### src/rtl/mire_gen.sv
// mire_gen - test-pattern generator and Wishbone write master.
//
// Writes one frame of HDISP x VDISP pixels (0x00RRGGBB) starting at byte
// address BASE_ADR, then starts the next frame. Each bus cycle carries at
// most BURST acknowledged beats. Every bus cycle is followed by exactly one
// idle cycle.
//
// Patterns (mode, sampled at frame start):
//   0 grid, 1 colour bars, 2 horizontal gray ramp, 3 solid colour
//
// Ports:
//   clk          system clock
//   rst          synchronous active-high reset
//   en           run request. A burst that has started always completes.
//   mode, color  pattern select and mode-3 colour, latched at frame start
//   wshb_*       Wishbone master write port (byte addresses)
//   frame_done   one-cycle pulse after the last pixel of a frame is acked
//
// Build option:
//   MIRE_GEN_CTI_EN  defined: wshb_cti is 3'b010 on every beat and 3'b111 on
//                    the last beat of each bus cycle.
//                    undefined: wshb_cti is 3'b000 (classic cycles).
//
// State table:
//   state   | meaning
//   S_IDLE  | bus idle, waiting for en
//   S_BURST | cyc/stb high, one pixel per ack
//   S_GAP   | single idle cycle between bus cycles; frame-start relatch
module mire_gen #(
  parameter int          HDISP    = 800,
  parameter int          VDISP    = 480,
  parameter int          BURST    = 64,
  parameter int          GRID     = 16,
  parameter logic [31:0] BASE_ADR = 32'h0
) (
  input  logic        clk,
  input  logic        rst,
  input  logic        en,
  input  logic [1:0]  mode,
  input  logic [23:0] color,
  output logic        wshb_cyc,
  output logic        wshb_stb,
  output logic        wshb_we,
  output logic [3:0]  wshb_sel,
  output logic [31:0] wshb_adr,
  output logic [31:0] wshb_dat_ms,
  output logic [2:0]  wshb_cti,
  output logic [1:0]  wshb_bte,
  input  logic        wshb_ack,
  output logic        frame_done
);

  localparam int XW = (HDISP > 1) ? $clog2(HDISP) : 1;
  localparam int YW = (VDISP > 1) ? $clog2(VDISP) : 1;
  localparam int BW = (BURST > 1) ? $clog2(BURST) : 1;

  typedef enum logic [1:0] {S_IDLE, S_BURST, S_GAP} state_t;

  state_t      state, state_nxt;
  logic [XW-1:0] x;
  logic [YW-1:0] y;
  logic [BW-1:0] beat;
  logic [31:0] adr;
  logic [1:0]  mode_q;
  logic [23:0] color_q;
  logic        frame_done_q;

  logic ack_ok, x_last, y_last, px_last, burst_end, at_origin, latch;

  // Acks outside a bus cycle are ignored.
  assign ack_ok    = (state == S_BURST) && wshb_ack;
  assign x_last    = (x == XW'(HDISP - 1));
  assign y_last    = (y == YW'(VDISP - 1));
  assign px_last   = x_last && y_last;
  assign burst_end = (beat == BW'(BURST - 1)) || px_last;
  assign at_origin = (x == '0) && (y == '0);

  // In GAP the position can only be the origin right after a frame wrap,
  // because at least one pixel was acked in the preceding burst.
  assign latch = ((state == S_IDLE) && en && at_origin) ||
                 ((state == S_GAP) && at_origin);

  // state register and datapath
  always_ff @(posedge clk) begin
    if (rst) begin
      state        <= S_IDLE;
      x            <= '0;
      y            <= '0;
      beat         <= '0;
      adr          <= BASE_ADR;
      mode_q       <= 2'd0;
      color_q      <= 24'd0;
      frame_done_q <= 1'b0;
    end else begin
      state        <= state_nxt;
      frame_done_q <= ack_ok && px_last;

      if (latch) begin
        mode_q  <= mode;
        color_q <= color;
      end

      if (state == S_GAP)
        beat <= '0;
      else if (ack_ok)
        beat <= beat + 1'b1;

      if (ack_ok) begin
        adr <= px_last ? BASE_ADR : adr + 32'd4;
        if (x_last) begin
          x <= '0;
          y <= y_last ? '0 : y + 1'b1;
        end else begin
          x <= x + 1'b1;
        end
      end
    end
  end

  // next-state logic
  always_comb begin
    state_nxt = state;
    case (state)
      S_IDLE:  if (en) state_nxt = S_BURST;
      S_BURST: if (ack_ok && burst_end) state_nxt = S_GAP;
      S_GAP:   state_nxt = en ? S_BURST : S_IDLE;
      default: state_nxt = S_IDLE;
    endcase
  end

  // bus outputs
  always_comb begin
    wshb_cyc = (state == S_BURST);
    wshb_stb = (state == S_BURST);
    wshb_cti = 3'b000;
`ifdef MIRE_GEN_CTI_EN
    if (state == S_BURST)
      wshb_cti = burst_end ? 3'b111 : 3'b010;
`endif
  end

  assign wshb_we    = 1'b1;
  assign wshb_sel   = 4'hF;
  assign wshb_bte   = 2'b00;
  assign wshb_adr   = adr;
  assign frame_done = frame_done_q;

  // pixel data, purely a function of position and latched settings
  logic [2:0] bar;
  logic [7:0] gray;
  logic       grid_hit;

  always_comb begin
    grid_hit = ((32'(x) & 32'(GRID - 1)) == 32'd0) ||
               ((32'(y) & 32'(GRID - 1)) == 32'd0);
    bar      = 3'((32'(x) * 32'd8) / 32'(HDISP));
    gray     = 8'(x);
    case (mode_q)
      2'd0:    wshb_dat_ms = grid_hit ? 32'h00FF_FFFF : 32'h0;
      2'd1:    wshb_dat_ms = {8'h00, {8{bar[2]}}, {8{bar[1]}}, {8{bar[0]}}};
      2'd2:    wshb_dat_ms = {8'h00, gray, gray, gray};
      default: wshb_dat_ms = {8'h00, color_q};
    endcase
  end

endmodule

### config.mk
export PLATFORM = sky130hd
export DESIGN_NAME = mire_gen
export DESIGN_NICKNAME = d
export VERILOG_FILES = /design/src/rtl/mire_gen.sv
export SDC_FILE = /design/constraint.sdc
export NUM_CORES = 1
export LEC_CHECK = 0
export BUFFER_PORTS_ARGS = -buffer_cell sky130_fd_sc_hd__buf_2
export CORE_MARGIN = 1
export CORE_UTILIZATION = 40
export CTS_BUF_LIST = sky130_fd_sc_hd__clkbuf_8
export CTS_CLUSTER_DIAMETER = 80
export DETAILED_ROUTE_END_ITERATION = 10
export GPL_ROUTABILITY_DRIVEN = 1
export PLACE_DENSITY = 0.7
export SYNTH_ARGS = -nofsm -noshare
export SYNTH_HDL_FRONTEND = slang
export SYNTH_SLANG_ARGS = --single-unit
### constraint.sdc
create_clock -name clk -period 5.4 [get_ports clk]
set_clock_uncertainty 0.2 [all_clocks]
set_input_delay 0.81 -clock clk [delete_from_list [all_inputs] [get_ports clk]]
set_output_delay 0.81 -clock clk [all_outputs]
set_load 0.05 [all_outputs]
==> flow_summary.json <==
{
  "outcome": "complete, no violations",
  "crit_path_end": "wshb_dat_ms[2]",
  "core.rowCount": 40,
  "setup.reg_to_reg.worst_slack_ns": 2.16,
  "die-width_microns": 114.4,
  "clkSinkCount": 84,
  "route.detailed.wl_per_inst_microns": 15.02,
  "insertedDiodeCount": 0,
  "htreeDepth": 3,
  "clk_root_buffer_cell": "sky130_fd_sc_hd__clkbuf_8",
  "cp_data_required_time_ns": 4.39,
  "final_hold_viol_count": 0,
  "numCtsBuffers": 9,
  "post_route_cells_drive_above_1_share_pct": 20.39,
  "crit_path_max_fo": 8,
  "worst_setup_path_start_kind": "register",
  "synthesis.instances": 629,
  "path_clk_slew_ns": 0.08,
  "portBuffers": 86,
  "placedInstanceArea_sq_um": 5569,
  "cp_cell_sequence": "or2_2, o21ai_2, inv_1, ha_1, nand2b_1, o32ai_2, a31oi_1, xor2_1, or3_4, a32oi_2, and3_1, o211ai_4, a21oi_1, buf_2",
  "postSynthRegisterBits": 84,
  "reg2reg_to": "wshb_adr[31]",
  "viasPerCell": 5.387,
  "post-dp-hpwl_mm": 9.678,
  "hold_path_class": "register to register",
  "synthesis.area_per_instance_sq_um": 8.038,
  "synth.area.top_cells": "sky130_fd_sc_hd__dfxtp_1 33%, sky130_fd_sc_hd__nor2_1 6.8%, sky130_fd_sc_hd__xor2_1 6.1%, sky130_fd_sc_hd__mux2i_1 5.7%, sky130_fd_sc_hd__nand2_1 5.6%",
  "timing.reg2reg.worst_path_depth": 9,
  "drt_iter0_markers": 276,
  "clock_latency_ns": 0.37,
  "portion_of_synthesized_cell_area_occupied_by_the_leading_cell_type_pct": 33.26,
  "worst_path_max_delay_cell": "sky130_fd_sc_hd__o32ai_2",
  "setup.worst_path.end_class": "output pin",
  "synthToLayoutAreaGrowth_pct": 15.94,
  "yosys.cell_types.count": 75,
  "gp_congestion": 0.9338,
  "synth_largest_area_cell": "sky130_fd_sc_hd__dfxtp_1",
  "total_power_uw": 1487,
  "tightest_slew_ns": 1.079,
  "drt_pass1_iterations": 5,
  "wl_mm": 13.20,
  "crit-reg2reg-launch": "state[0]",
  "post_synth_instance_area_sq_um": 5056,
  "tritoncts": "built",
  "clockBufferDepth": 2,
  "timing_worst_setup_path_type": "register to output pin",
  "yosys_warnings": 0,
  "tns_setup_ns": 0,
  "postSynth.topFlopCell": "sky130_fd_sc_hd__dfxtp_1",
  "design.final.nets": 744,
  "seq_area_frac_synth_pct": 33.26,
  "timing.critical_path.slowest_cell_delay_ns": 0.41,
  "cts_hold_buffers": 0,
  "final_util_pct": 48.20,
  "worst_slew_margin_rel_pct": 27.46,
  "synth_enable_flop_cells": 0,
  "grt_antenna_before_repair": 0,
  "routed-via-count": 4735,
  "groute.usage.overall_pct": 20.29,
  "layout.cell_area.non_filler_sq_um": 5862,
  "core_sq_um": 12160,
  "grt_pass1_vias": 4403,
  "p_leak_uw": 0.002325,
  "gr_overflow_total": 0,
  "initial_utilization_pct": 41.57,
  "fp.dieH_microns": 114.4,
  "final_min_period_over_clock_period_pct": 95.26,
  "ioPinCount": 107,
  "drtAntennaViolNets": 0,
  "maxCapViolCount": 0,
  "timing.critical_path.from": "x[5]",
  "power_per_cell_area_nw_per_um2": 253.7,
  "ys_top_cells_by_count": "92 x sky130_fd_sc_hd__nor2_1, 84 x sky130_fd_sc_hd__dfxtp_1, 76 x sky130_fd_sc_hd__nand2_1, 39 x sky130_fd_sc_hd__a21oi_1, 35 x sky130_fd_sc_hd__xor2_1",
  "cp.arrival_ns": 4.13,
  "synthArstFlopShare_pct": 0,
  "setup_violations": 0,
  "peakVddDrop_v": 0.0001545,
  "floorplan.die_area_sq_um": 13090,
  "grt_start_max_net_pins": 39,
  "drc": 0,
  "synth_most_common_cell": "sky130_fd_sc_hd__nor2_1",
  "grt_pass1_wl_mm": 21.21,
  "hold_slack_ns": 0.2758,
  "fmaxAchievable_ghz": 0.1944,
  "slew_viol_final": 0,
  "timing.final.crit_period_ns": 5.144
}
[cell type report]
| type | instances | area [sq um] |
|---|---|---|
| Inverter | 8 | 30.03 |
| Tap cell | 168 | 210.2 |
| Multi-Input combinational cell | 505 | 3194 |
| Sequential cell | 84 | 1682 |
| Clock buffer | 10 | 137.6 |
| Fill cell | 1181 | 6300 |
| Clock inverter | 6 | 87.58 |
| Timing Repair Buffer | 98 | 520.5 |
[cells by family (layout without fill, tap and decap cells)]
family                   after synthesis  count (layout)  synth area share, %
AND/OR/NAND/NOR                      283             283                27.17
AO/OA/AOI/OAI                        119             119                17.30
flip-flops                            84              84                33.26
buffers and inverters                 58             122                6.112
XOR/XNOR                              44              44                7.622
multiplexers                          31              31                6.409
adder cells (fa/ha/maj)                8               8                1.980
other                                  2              20               0.1485
[cell usage in the layout (no fill, tap or decap), types with 3 or more instances in the layout]
cell type,synthesis,routed
sky130_fd_sc_hd__nor3b_1,10,10
sky130_fd_sc_hd__ha_1,8,8
sky130_fd_sc_hd__o22ai_1,9,9
sky130_fd_sc_hd__clkbuf_8,0,10
sky130_fd_sc_hd__nand2_1,76,76
sky130_fd_sc_hd__buf_2,1,86
sky130_fd_sc_hd__and2_1,5,5
sky130_fd_sc_hd__conb_1,2,20
sky130_fd_sc_hd__nand3_1,21,21
sky130_fd_sc_hd__a21boi_0,9,9
sky130_fd_sc_hd__xnor2_1,9,9
sky130_fd_sc_hd__o31ai_1,3,3
sky130_fd_sc_hd__inv_1,8,9
sky130_fd_sc_hd__xor2_1,35,35
sky130_fd_sc_hd__or2_2,4,4
sky130_fd_sc_hd__nor2_1,92,92
sky130_fd_sc_hd__or3_1,9,9
sky130_fd_sc_hd__nor3_1,15,13
sky130_fd_sc_hd__dfxtp_1,84,84
sky130_fd_sc_hd__buf_4,22,12
sky130_fd_sc_hd__o21ai_0,16,16
sky130_fd_sc_hd__and4_1,3,3
sky130_fd_sc_hd__nor4_1,3,3
sky130_fd_sc_hd__mux2i_1,29,29
sky130_fd_sc_hd__a21oi_1,39,39
sky130_fd_sc_hd__and3_1,8,8
sky130_fd_sc_hd__nand2b_1,3,3
sky130_fd_sc_hd__nand4_1,17,17
sky130_fd_sc_hd__o31a_1,3,3
[through the flow]
step,std cells,worst slack (ns)
5_1_grt,879,-0.0001781
6_report,879,0.2561
4_1_cts,877,0.1057
3_5_place_dp,861,0.5083
3_3_place_gp,861,0.6006
2_1_floorplan,647,0.3348
[state kept, by name, summed over array words and instances (netlist names)]
register	cells
beat	6
color_q	24
frame_done	1
mode_q	2
state	2
wshb_adr	30
x	10
y	9
[critical path, delay by kind of cell, from the launching register on]
| family | cells | cell delay, ns |
|---|---|---|
| XOR/XNOR | 1 | 0.21 |
| adder cells (fa/ha/maj) | 1 | 0.30 |
| flip-flops | 1 | 0.31 |
| AO/OA/AOI/OAI | 6 | 1.35 |
| buffers and inverters | 2 | 0.35 |
| AND/OR/NAND/NOR | 4 | 1.26 |
[what timing repair did]
item / CTS / global route
gates resized for setup: 0 / 8
setup buffers: 0 / 2
endpoints found under the setup margin: 0 / 16
[where the power goes]
| part | switching, uW | internal [uW] | leakage, uW |
|---|---|---|---|
| clock | 237 | 273 | 0.000110 |
| combinational | 245 | 82.2 | 0.00153 |
| sequential | 15.0 | 635 | 0.000681 |
[worst min-delay path by stage]
| stage | depth (start not counted) | slack (ns) | start | end |
|---|---|---|---|---|
| 3_3_place_gp | 1 | 0.26 | state[1] | state[1] |
| 3_5_place_dp | 1 | 0.27 | state[1] | state[1] |
| 2_1_floorplan | 1 | 0.24 | state[1] | state[1] |
| 6_report | 2 | 0.28 | beat[1] | beat[1] |
| 4_1_cts | 1 | 0.28 | state[1] | state[1] |
| 5_1_grt | 2 | 0.30 | beat[1] | beat[1] |
[per-layer routing]
layer / track usage [%] / up-vias / share of wire (%)
met5: 0 / - / 0
met4: 7.186 / 0 / 1.8
met3: 4.553 / 22 / 5.9
met2: 33.54 / 141 / 47
met1: 25.97 / 2239 / 45
li1: - / 2333 / -
Note: power is estimated with default switching activity, not from simulation.
